**config.mk**
```make
export PLATFORM = sky130hd
export DESIGN_NAME = ram_dp_be
export DESIGN_NICKNAME = d
export VERILOG_FILES = /design/src/rtl/ram_pkg.sv /design/src/rtl/ram_rd_pipe.sv /design/src/rtl/ram_dp_be.sv
export SDC_FILE = /design/constraint.sdc
export NUM_CORES = 1
export LEC_CHECK = 0
export CAP_MARGIN = 15
export CORE_ASPECT_RATIO = 0.5
export CORE_MARGIN = 5
export CORE_UTILIZATION = 55
export CTS_CLUSTER_SIZE = 20
export DETAILED_ROUTE_END_ITERATION = 7
export PLACE_DENSITY = 0.76
export SYNTH_ARGS = -nofsm -noshare
export SYNTH_HDL_FRONTEND = slang
export SYNTH_HIERARCHICAL = 1
export SYNTH_SLANG_ARGS = --single-unit
export TNS_END_PERCENT = 20
```
**constraint.sdc**
```tcl
create_clock -name clk -period 2.4 [get_ports clk]
set_input_delay 0.48 -clock clk [delete_from_list [all_inputs] [get_ports clk]]
set_output_delay 0.48 -clock clk [all_outputs]
set_load 0.02 [all_outputs]
```
**src/rtl/ram_pkg.sv**
```systemverilog
// Shared constants for the byte-enable dual-port RAM: read-during-write
// policy codes and the init/run state encoding.
package ram_pkg;

  localparam int RDW_READ_FIRST  = 0;
  localparam int RDW_WRITE_FIRST = 1;

  typedef enum logic {
    INIT = 1'b0,
    RUN  = 1'b1
  } ram_state_e;

endpackage

```
**src/rtl/ram_rd_pipe.sv**
```systemverilog
// Read-result delay line: LATENCY stages of valid/data, cleared by reset so
// that reads in flight when reset hits never produce a result.
module ram_rd_pipe #(
  parameter int LATENCY    = 1,
  parameter int DATA_WIDTH = 32
) (
  input  logic                  clk,
  input  logic                  rst,
  input  logic                  in_valid,
  input  logic [DATA_WIDTH-1:0] in_data,
  output logic                  out_valid,
  output logic [DATA_WIDTH-1:0] out_data
);

  logic [LATENCY-1:0]    valid_q;
  logic [DATA_WIDTH-1:0] data_q [LATENCY];

  // Data stages only load when their valid does, so the last stage holds
  // the most recent result between reads.
  always_ff @(posedge clk) begin
    if (rst) begin
      valid_q <= '0;
      for (int k = 0; k < LATENCY; k++) begin
        data_q[k] <= '0;
      end
    end else begin
      valid_q[0] <= in_valid;
      if (in_valid) begin
        data_q[0] <= in_data;
      end
      for (int k = 1; k < LATENCY; k++) begin
        valid_q[k] <= valid_q[k-1];
        if (valid_q[k-1]) begin
          data_q[k] <= data_q[k-1];
        end
      end
    end
  end

  assign out_valid = valid_q[LATENCY-1];
  assign out_data  = data_q[LATENCY-1];

endmodule

```
**src/rtl/ram_dp_be.sv**
```systemverilog
// Simple dual-port RAM with per-byte write enables, self-initialisation after
// reset and a configurable read latency / read-during-write policy.
module ram_dp_be
  import ram_pkg::*;
#(
  parameter int                    ADDR_WIDTH = 4,
  parameter int                    DATA_WIDTH = 32,
  parameter int                    RD_LATENCY = 1,
  parameter int                    RDW_MODE   = 0,
  parameter logic [DATA_WIDTH-1:0] INIT_VALUE = '0
) (
  input  logic                      clk,
  input  logic                      rst,
  input  logic                      wr_en,
  input  logic [ADDR_WIDTH-1:0]     wr_addr,
  input  logic [DATA_WIDTH-1:0]     wr_data,
  input  logic [DATA_WIDTH/8-1:0]   wr_be,
  input  logic                      rd_en,
  input  logic [ADDR_WIDTH-1:0]     rd_addr,
  output logic [DATA_WIDTH-1:0]     rd_data,
  output logic                      rd_valid,
  output logic                      init_busy
);

  localparam int DEPTH = 2 ** ADDR_WIDTH;
  localparam int NB    = DATA_WIDTH / 8;

  ram_state_e            state_q;
  ram_state_e            state_d;
  logic [ADDR_WIDTH-1:0] init_addr_q;
  logic                  init_we;
  logic                  user_we;
  logic                  user_rd;
  logic [DATA_WIDTH-1:0] mem [DEPTH];
  logic [DATA_WIDTH-1:0] old_word;
  logic [DATA_WIDTH-1:0] merged_word;
  logic [DATA_WIDTH-1:0] rd_word;
  logic                  rdw_bypass;

  always_ff @(posedge clk) begin
    if (rst) begin
      state_q <= INIT;
    end else begin
      state_q <= state_d;
    end
  end

  always_comb begin
    state_d = state_q;
    case (state_q)
      INIT:    if (init_addr_q == {ADDR_WIDTH{1'b1}}) state_d = RUN;
      RUN:     state_d = RUN;
      default: state_d = INIT;
    endcase
  end

  // Reset also masks the array ports so nothing is written or read on the
  // edge that restarts initialisation.
  always_comb begin
    init_busy = 1'b0;
    init_we   = 1'b0;
    user_we   = 1'b0;
    user_rd   = 1'b0;
    case (state_q)
      INIT: begin
        init_busy = 1'b1;
        init_we   = !rst;
      end
      RUN: begin
        user_we = wr_en && !rst;
        user_rd = rd_en && !rst;
      end
      default: init_busy = 1'b1;
    endcase
  end

  always_ff @(posedge clk) begin
    if (rst) begin
      init_addr_q <= '0;
    end else if (state_q == INIT) begin
      init_addr_q <= init_addr_q + 1'b1;
    end
  end

  // Array has no reset; contents are cleared only by the init sweep.
  always_ff @(posedge clk) begin
    if (init_we) begin
      mem[init_addr_q] <= INIT_VALUE;
    end else if (user_we) begin
      for (int i = 0; i < NB; i++) begin
        if (wr_be[i]) begin
          mem[wr_addr][8*i +: 8] <= wr_data[8*i +: 8];
        end
      end
    end
  end

  assign old_word = mem[rd_addr];

  always_comb begin
    merged_word = old_word;
    for (int i = 0; i < NB; i++) begin
      if (wr_be[i]) begin
        merged_word[8*i +: 8] = wr_data[8*i +: 8];
      end
    end
  end

  assign rdw_bypass = (RDW_MODE == RDW_WRITE_FIRST) && user_we && (wr_addr == rd_addr);
  assign rd_word    = rdw_bypass ? merged_word : old_word;

  ram_rd_pipe #(
    .LATENCY    (RD_LATENCY),
    .DATA_WIDTH (DATA_WIDTH)
  ) u_rd_pipe (
    .clk       (clk),
    .rst       (rst),
    .in_valid  (user_rd),
    .in_data   (rd_word),
    .out_valid (rd_valid),
    .out_data  (rd_data)
  );

endmodule

```
# --- Word level (Yosys, flattened, before mapping) ---
# Memories as Yosys holds them, arrays and structs flattened.
# Index checks and enable logic that the tools add are counted.
totals:
  n_memories: 2
  output_inout_bits: 34
  ff_bits: 6
  in_bits: 48
  mem_bits_rw: 544
  wordCells: 47
memory_table:
  columns: ["name", "depth", "word_bits", "rd", "rd_clocked_by_memory_dff", "wr", "line", "text"]
  rows:
  - ["mem", 16, 32, 1, 0, 1, "ram_dp_be.sv:34", "logic [DATA_WIDTH-1:0] mem [DEPTH];"]
  - ["u_rd_pipe.data_q", 1, 32, 1, 0, 1, "ram_rd_pipe.sv:16", "logic [DATA_WIDTH-1:0] data_q [LATENCY];"]
classes:
  muxes: 34
  add_sub_neg: 1
  reduce_logical: 5
  eq_ne: 1
  bitwise: 1
ops:
  columns: ["cell", "n"]
  rows:
  - ["2-to-1 mux 32 bit", 2]
  - ["OR reduction 32 bit", 2]
  - ["2-to-1 mux 1 bit", 29]
  - ["2-to-1 mux 4 bit", 2]
  - ["adder 4 x 1 -> 4 bit, second input constant", 1]
  - ["equality test 4 bit, second input constant", 1]
  - ["logical AND 1 bit", 2]
  - ["one-hot mux 1 bit (2 select lines)", 1]
  - ["logical NOT 1 bit", 1]
  - ["inverter 1 bit", 1]

# --- Logic depth before layout (Yosys ltp) ---
depth:
  word_depth: 8
  ltp_mapped: 6
  depth_no_buf: 4

# --- Hierarchy ---
# The synthesis kept the hierarchy.
modules_own_cells:
  columns: ["mod", "seq_area_each_um2", "cells_per_inst", "instances", "area_each_um2"]
  rows:
  - ["ram_dp_be", 15474.8, 965, 1, 20454.6]
  - ["ram_rd_pipe", 980.9, 73, 1, 1315.0]

# --- Worst setup path before layout ---
# No wires, ideal clock.
synth_path:
  path_type: "in2reg"
  from: "in wr_be[0]"
  to: "mem mem[11][0], enable pin"
  path_slack_ps: -161
  t_required_ps: 2012
  n_path_buf: 1
  path_stages: 4
  arrival_ps: 2173
  setup_time_ps: 388
  cell_sequence: "nor4_4 > o211ai_1 > buf_2 > a221oi_1"
synth_between:
  elab_chain_cells: 6
  elab_cells_between_ends: 7
  classes_between: "mux (6); reduce/logical (1)"
synth_lines:
  columns: ["item", "line", "text"]
  rows:
  - ["start: declaration", "ram_dp_be.sv:17", "input logic [DATA_WIDTH/8-1:0] wr_be,"]
  - ["2-to-1 mux 1 bit *", "ram_dp_be.sv:91", "if (wr_be[i]) begin"]
  - ["2-to-1 mux 1 bit *", "ram_dp_be.sv:89", "end else if (user_we) begin"]
  - ["2-to-1 mux 1 bit *", "ram_dp_be.sv:87", "if (init_we) begin"]
  - ["2-to-1 mux 1 bit (not written as such) *", "ram_dp_be.sv:92", "mem[wr_addr][8*i +: 8] <= wr_data[8*i +: 8];"]
  - ["OR reduction 32 bit (no line)", null, null]
  - ["2-to-1 mux 4 bit (no line)", null, null]
  - ["end: declaration", "ram_dp_be.sv:34", null]
# Every way passes the cells marked *; elsewhere a longest branch is shown, timed or not.

# --- Worst setup path in the final report ---
layout_path:
  from: "in wr_be[3]"
  to: "mem mem[1][20], enable pin"
layout_between:
  elab_chain_cells: 6
  elab_cells_between_ends: 7
  classes_between: "mux (6); reduce/logical (1)"
layout_lines:
  columns: ["item", "line"]
  rows:
  - ["2-to-1 mux 1 bit *", "ram_dp_be.sv:91"]
  - ["2-to-1 mux 1 bit *", "ram_dp_be.sv:89"]
  - ["2-to-1 mux 1 bit *", "ram_dp_be.sv:87"]
  - ["2-to-1 mux 1 bit (not written as such) *", "ram_dp_be.sv:92"]
  - ["OR reduction 32 bit (no line) *", null]
  - ["2-to-1 mux 4 bit (no line)", null]
# Marks and branches as above.

==> flow_summary.yaml <==
power_and_ir_drop:
  vdd_drop_max_uv: 455
  powerDensity_nw_per_um2: 720
  leakage_nw: 8.15
  power_mw: 18.8
critical_path:
  cpMaxStageDelayCell: "clkdlybuf4s50_1"
  path_cells: "clkdlybuf4s50_1, nor4_4, or4_1, buf_4, a221oi_1, buf_4"
  cp_max_fo: 8
  cpMostUsedCell: "buf_4"
  path_buf_inv: 3
  start_kind: "input pin"
  arrival_ns: 2.61
  cp_top_family: "buffers and inverters"
  max_stage_delay_ns: 0.64
  critPathCaptureType: "register"
  crit_required_ns: 2.66
  path_class: "input pin to register"
final_layout:
  multiInputGateArea_um2: 4980
  layout-drive-gt1-share: 0.295
  finalNetCount: 1302
  area.growth.synth_to_final_pct: 20.1
  layout_common_cells: "edfxtp_1 (544), mux4_2 (128), buf_4 (122)"
  layout_commonest_cell: "edfxtp_1"
  stdcell_count: 1821
  seqCellArea_um2: 16500
  final_util: 0.671
  fillers: 2340
run_status:
  status: "finished clean"
sta:
  period_share: 0.977
  skew_ns: 0.0168
  finalHoldViolations: 0
  tightest_slew_ns: 0.625
  rsz0062_at_grt: "false"
  final_max_slew_viol_count: 0
  fmax_mhz: 426
  finalSetupViolations: 0
  relSlewSlack: 0.583
  period_minus_slack_ns: 2.35
  finalWorstSetupSlack_ns: 0.0541
  finalSetupTns_ns: 0
synthesis:
  syn-num-nets: 1087
  syn_inst: 1038
  ys_ff_latch: 550
  synth_warnings: 6
  synth-seq-area-share: 0.756
  synthesis.area_um2: 21800
  ys_types: 36
  yosysTopAreaCell: "edfxtp_1"
  yosys.area.top_type_share: 0.750
  synthTopCellsByArea: "edfxtp_1 (75%), mux4_2 (13%), a221oi_1 (2.6%)"
  syn_avg_cell_area_um2: 21.0
placed_design:
  place.gp.congestion: 0.829
  hpwl_um: 31900
  numPlacedInstances: 1732
  portBuffers: 81
  pre_cts_slack_ns: -0.541
routing:
  wirelength_um: 49000
  drt-vias-per-instance: 6.38
  ant_nets: 0
  wl_per_cell_um: 26.9
  dr.first_iter.drc_count: 1195
  drcViolationCount: 0
  num_vias: 11600
  dr.pass1.iters: 5
flow_run:
  cap_violations: 0
grt:
  grt_pass1_vias: 12200
  gr-total-overflow: 0
  grt_pass1_wl_um: 74200
  antenna_found_initial: 1
  grt_max_degree: 36
  globalRouteTotalUtil: 0.226
clock_network:
  cts_sinks: 550
  cts-root-buf: "clkbuf_16"
  holdBufCountCts: 0
  cts_tree: "built"
  clockBufferDepth: 3
  cts.htree.levels: 2
  worstSkewPairLatency_ns: 0.56
  cts_made_buffers: 47
  clkTransAtPathRegs_ns: 0.07
floorplan:
  initial_core_util: 0.558
  pin_count: 82
  dieHeight_um: 151
  rows: 51
  die_w_um: 291
  coreArea_um2: 39000
  dieArea_um2: 43900
min_path:
  hp-class: "input pin to register"
[registers in the layout (all words and copies together) (netlist names)]
| register | flops |
|---|---|
| u_rd_pipe/out_valid | 1 |
| init_addr_q | 4 |
| state_q | 1 |
| u_rd_pipe/data_q | 32 |
| mem | 512 |
[Yosys cell counts]
cell      count
or2_2         1
buf_2        31
mux2i_1       1
nand4b_1      1
buf_6         2
inv_1         1
and3_1       32
clkbuf_2      3
nand4_1       1
nand4_2       1
ha_1          1
a221oi_1     64
nor2b_1       8
nor3b_1       1
and3b_1      24
edfxtp_1    544
xnor2_1       1
nand4b_2      4
nand3_1       1
o21ai_1       6
o211ai_1      2
a21oi_1       1
nor4_4        1
or4_1         3
a22oi_1      64
buf_4         2
dfxtp_1       6
nand2_1      36
and2_1        1
xor2_1        2
clkbuf_1     43
and3b_2       9
nand3b_4      1
a21o_1        4
nor2_1        7
mux4_2      128
[final cells by class]
| cell class | count | share of cell area |
|---|---|---|
| clock buffers | 56 | 0.0479 |
| flip-flops and latches | 550 | 0.629 |
| inverters | 1 | 0.000144 |
| well taps | 530 | 0.0254 |
| repair buffers | 246 | 0.0995 |
| clock inverters | 30 | 0.00722 |
| diodes | 1 | 0.0000957 |
| multi-input cells | 407 | 0.190 |
[layer usage]
metal,share of wire,global-route usage
met2,0.50,0.376
met1,0.38,0.302
met3,0.088,0.0506
met4,0.030,0.0766
met5,0,0
[where the power goes]
| group | internal (mW) | total, mW | switching [mW] |
|---|---|---|---|
| combinational | 0.490 | 1.04 | 0.552 |
| sequential | 10.6 | 10.6 | 0.0441 |
| clock | 3.94 | 7.17 | 3.23 |
[cells by family (layout without fill, tap and decap cells)]
logic type / count (synthesis) / count (layout) / share of synthesized area
xor+xnor: 3 / 3 / 0.00121
simple gates: 132 / 133 / 0.0408
buf+inv: 82 / 333 / 0.0171
mux: 129 / 129 / 0.133
compound gates: 141 / 141 / 0.0515
other cells: 0 / 1 / 0
fa+ha+maj: 1 / 1 / 0.000575
flops: 550 / 550 / 0.756
[worst paths after layout]
path	from	end	slack, ns	depth (start not counted)
worst max-delay path	wr_be[3]	mem[1][20]	0.05	6
worst min-delay path	rst	init_addr_q[0]	0.50	3
worst max register to register	state_q	mem[7][17]	0.20	6
worst min register to register	init_addr_q[3]	state_q	0.56	2
[what timing repair did]
action / in CTS / in global routing
setup endpoints to repair: 1 / 110
gates cloned: 0 / 1
pin swaps: 0 / 1
gates resized for setup: 1 / 5
buffers inserted: 0 / 1
[worst register-to-register path: cells and delay by family, from the launching register on]
family / cells / cell delay, ns
DFF: 1 / 0.44
AOI/OAI and AO/OA: 1 / 0.37
and+or+nand+nor: 2 / 0.45
buffers and inverters: 3 / 0.64
[through the flow]
stage / hold slack (ns) / instance area [µm²]
after global routing: 0.478 / 26200
after floorplan: 0.506 / 21800
final: 0.496 / 26200
after CTS: 0.461 / 26100
after global placement: 0.539 / 24700
after detailed placement: 0.539 / 24700
Power figures use the tool's default switching activity.
==> variant: new RTL, same flow settings <==
`ADDR_WIDTH`: 4 -> 3.
--- a/src/rtl/ram_dp_be.sv
+++ b/src/rtl/ram_dp_be.sv
@@ -5,3 +5,3 @@
 #(
-  parameter int                    ADDR_WIDTH = 4,
+  parameter int                    ADDR_WIDTH = 3,
   parameter int                    DATA_WIDTH = 32,
Interface: changed (resized rd_addr and wr_addr); port bits go from 82 to 80. The function was not compared with the original's and may differ.
==> variant against the original RTL <==
- worst setup slack better by 0.12 ns
- sequential cell count is 257 lower
- critical path depth is 3 lower
- power is 45% lower
- design area is 46% lower
- wire length is 50% lower
- clock power is 46% lower
- area after synthesis is 46% lower
- critical path type is now reg2out
- critical endpoint is now init_busy
- largest power group unchanged
==> variant: results (changes against the original RTL) <==
status: completed
EDFF count, synth: 288 (-47%)
WL/cell: 24.6 um (-8.7%)
n_diodes: 0 (-1)
antenna violations before repair: 0 (-1)
Syn Area/Cell: 20.6 sq um (-1.7%)
DR vias/cell: 6.05 (-5.2%)
Filler cells: 1284 (-45%)
count of different cell masters after synthesis: 34 (-5.6%)
Global Route met2 Usage: 33.5% (-4.1 points)
Total GRT Usage: 20.2% (-2.4 points)
Routed met3 length: 1840 um (-57%)
met3 Use GR: 3.93% (-1.1 points)
first-pass GRT wire length: 37400 um (-50%)
Synth top cells by count: 288 x edfxtp_1, 64 x mux4_2, 32 x mux2_2, 30 x and3_1
leading post-synthesis cells by cell area: edfxtp_1 74%, mux4_2 12%, mux2_2 3.1%, and3b_1 1.8%, and3_1 1.6%
port bufs: 79 (-2.5%)
Worst Path Max Fanout: 10 (+2)
biggest regs: mem (256), u_rd_pipe/data_q (32), init_addr_q (3)
register area share after synthesis: 74.5% (-1.1 points)
Post-DP Area: 13300 sq um (-46%)
H-tree depth: 1 (-1)
Worst-Skew Late Latency: 0.52 ns (-0.04 ns)
met1 global-route usage: 28.5% (-1.7 points)
Synth Area in Adders: 0.213% (+0.16 points)
vias in the first global route: 6323 (-48%)
Post-Synth XOR/XNOR Area: 0.0745% (-0.046 points)
NumNets Final: 746 (-43%)
placed cell count: 944 (-45%)
hold crit path type: reg2reg
hpwl dp: 15000 um (-53%)
final clock skew: 0.0101 ns (-0.00666 ns)
First-pass DRT Iterations: 7 (+2)
Slew HR: 74.9% (+17 points)
final WL: 24300 um (-50%)
layout cells sized above 1: 28.9% (-0.66 points)
Metal-1 WL: 10200 um (-46%)
Synth Area in Compound Gates: 2.00% (-3.1 points)
Max VDD drop: 428 uV (-5.9%)
pre-CTS worst setup slack: -0.241 ns (+0.299 ns)
mux contribution to synthesized area: 15.5% (+2.2 points)
variant: path summary, 6_finish.rpt:
path | depth (start not counted) | from | to | slack [ns]
hold reg to reg | 2 | init_addr_q[2] | init_addr_q[2] | 0.63
setup reg to reg | 5 | state_q | mem[0][2] | 0.53
setup / recovery | 3 | state_q | init_busy | 0.18
hold / removal | 2 | init_addr_q[2] | init_addr_q[2] | 0.63
variant: worst max-delay path, stage by stage (launching register included):
cell,delay [ns]
dfxtp_1,0.31
buf_4,0.17
inv_1,0.12
clkdlybuf4s50_1,0.63
variant: area by class of cell:
cell class	count	area [sq um]	share of cell area (%)
timing repair buffer	136	1410	10.0
sequential	293	8750	62.1
clock buffer	33	666	4.72
multi-input combinational	241	2800	19.9
clock inverter	13	120	0.852
inverter	1	3.75	0.0266
tap	273	342	2.42
variant: report_power, final:
group	leakage, nW	switching, mW	internal, mW
clock	0.391	1.71	2.18
sequential	2.49	0.0517	5.73
combinational	1.79	0.331	0.354
total	4.67	2.09	8.26
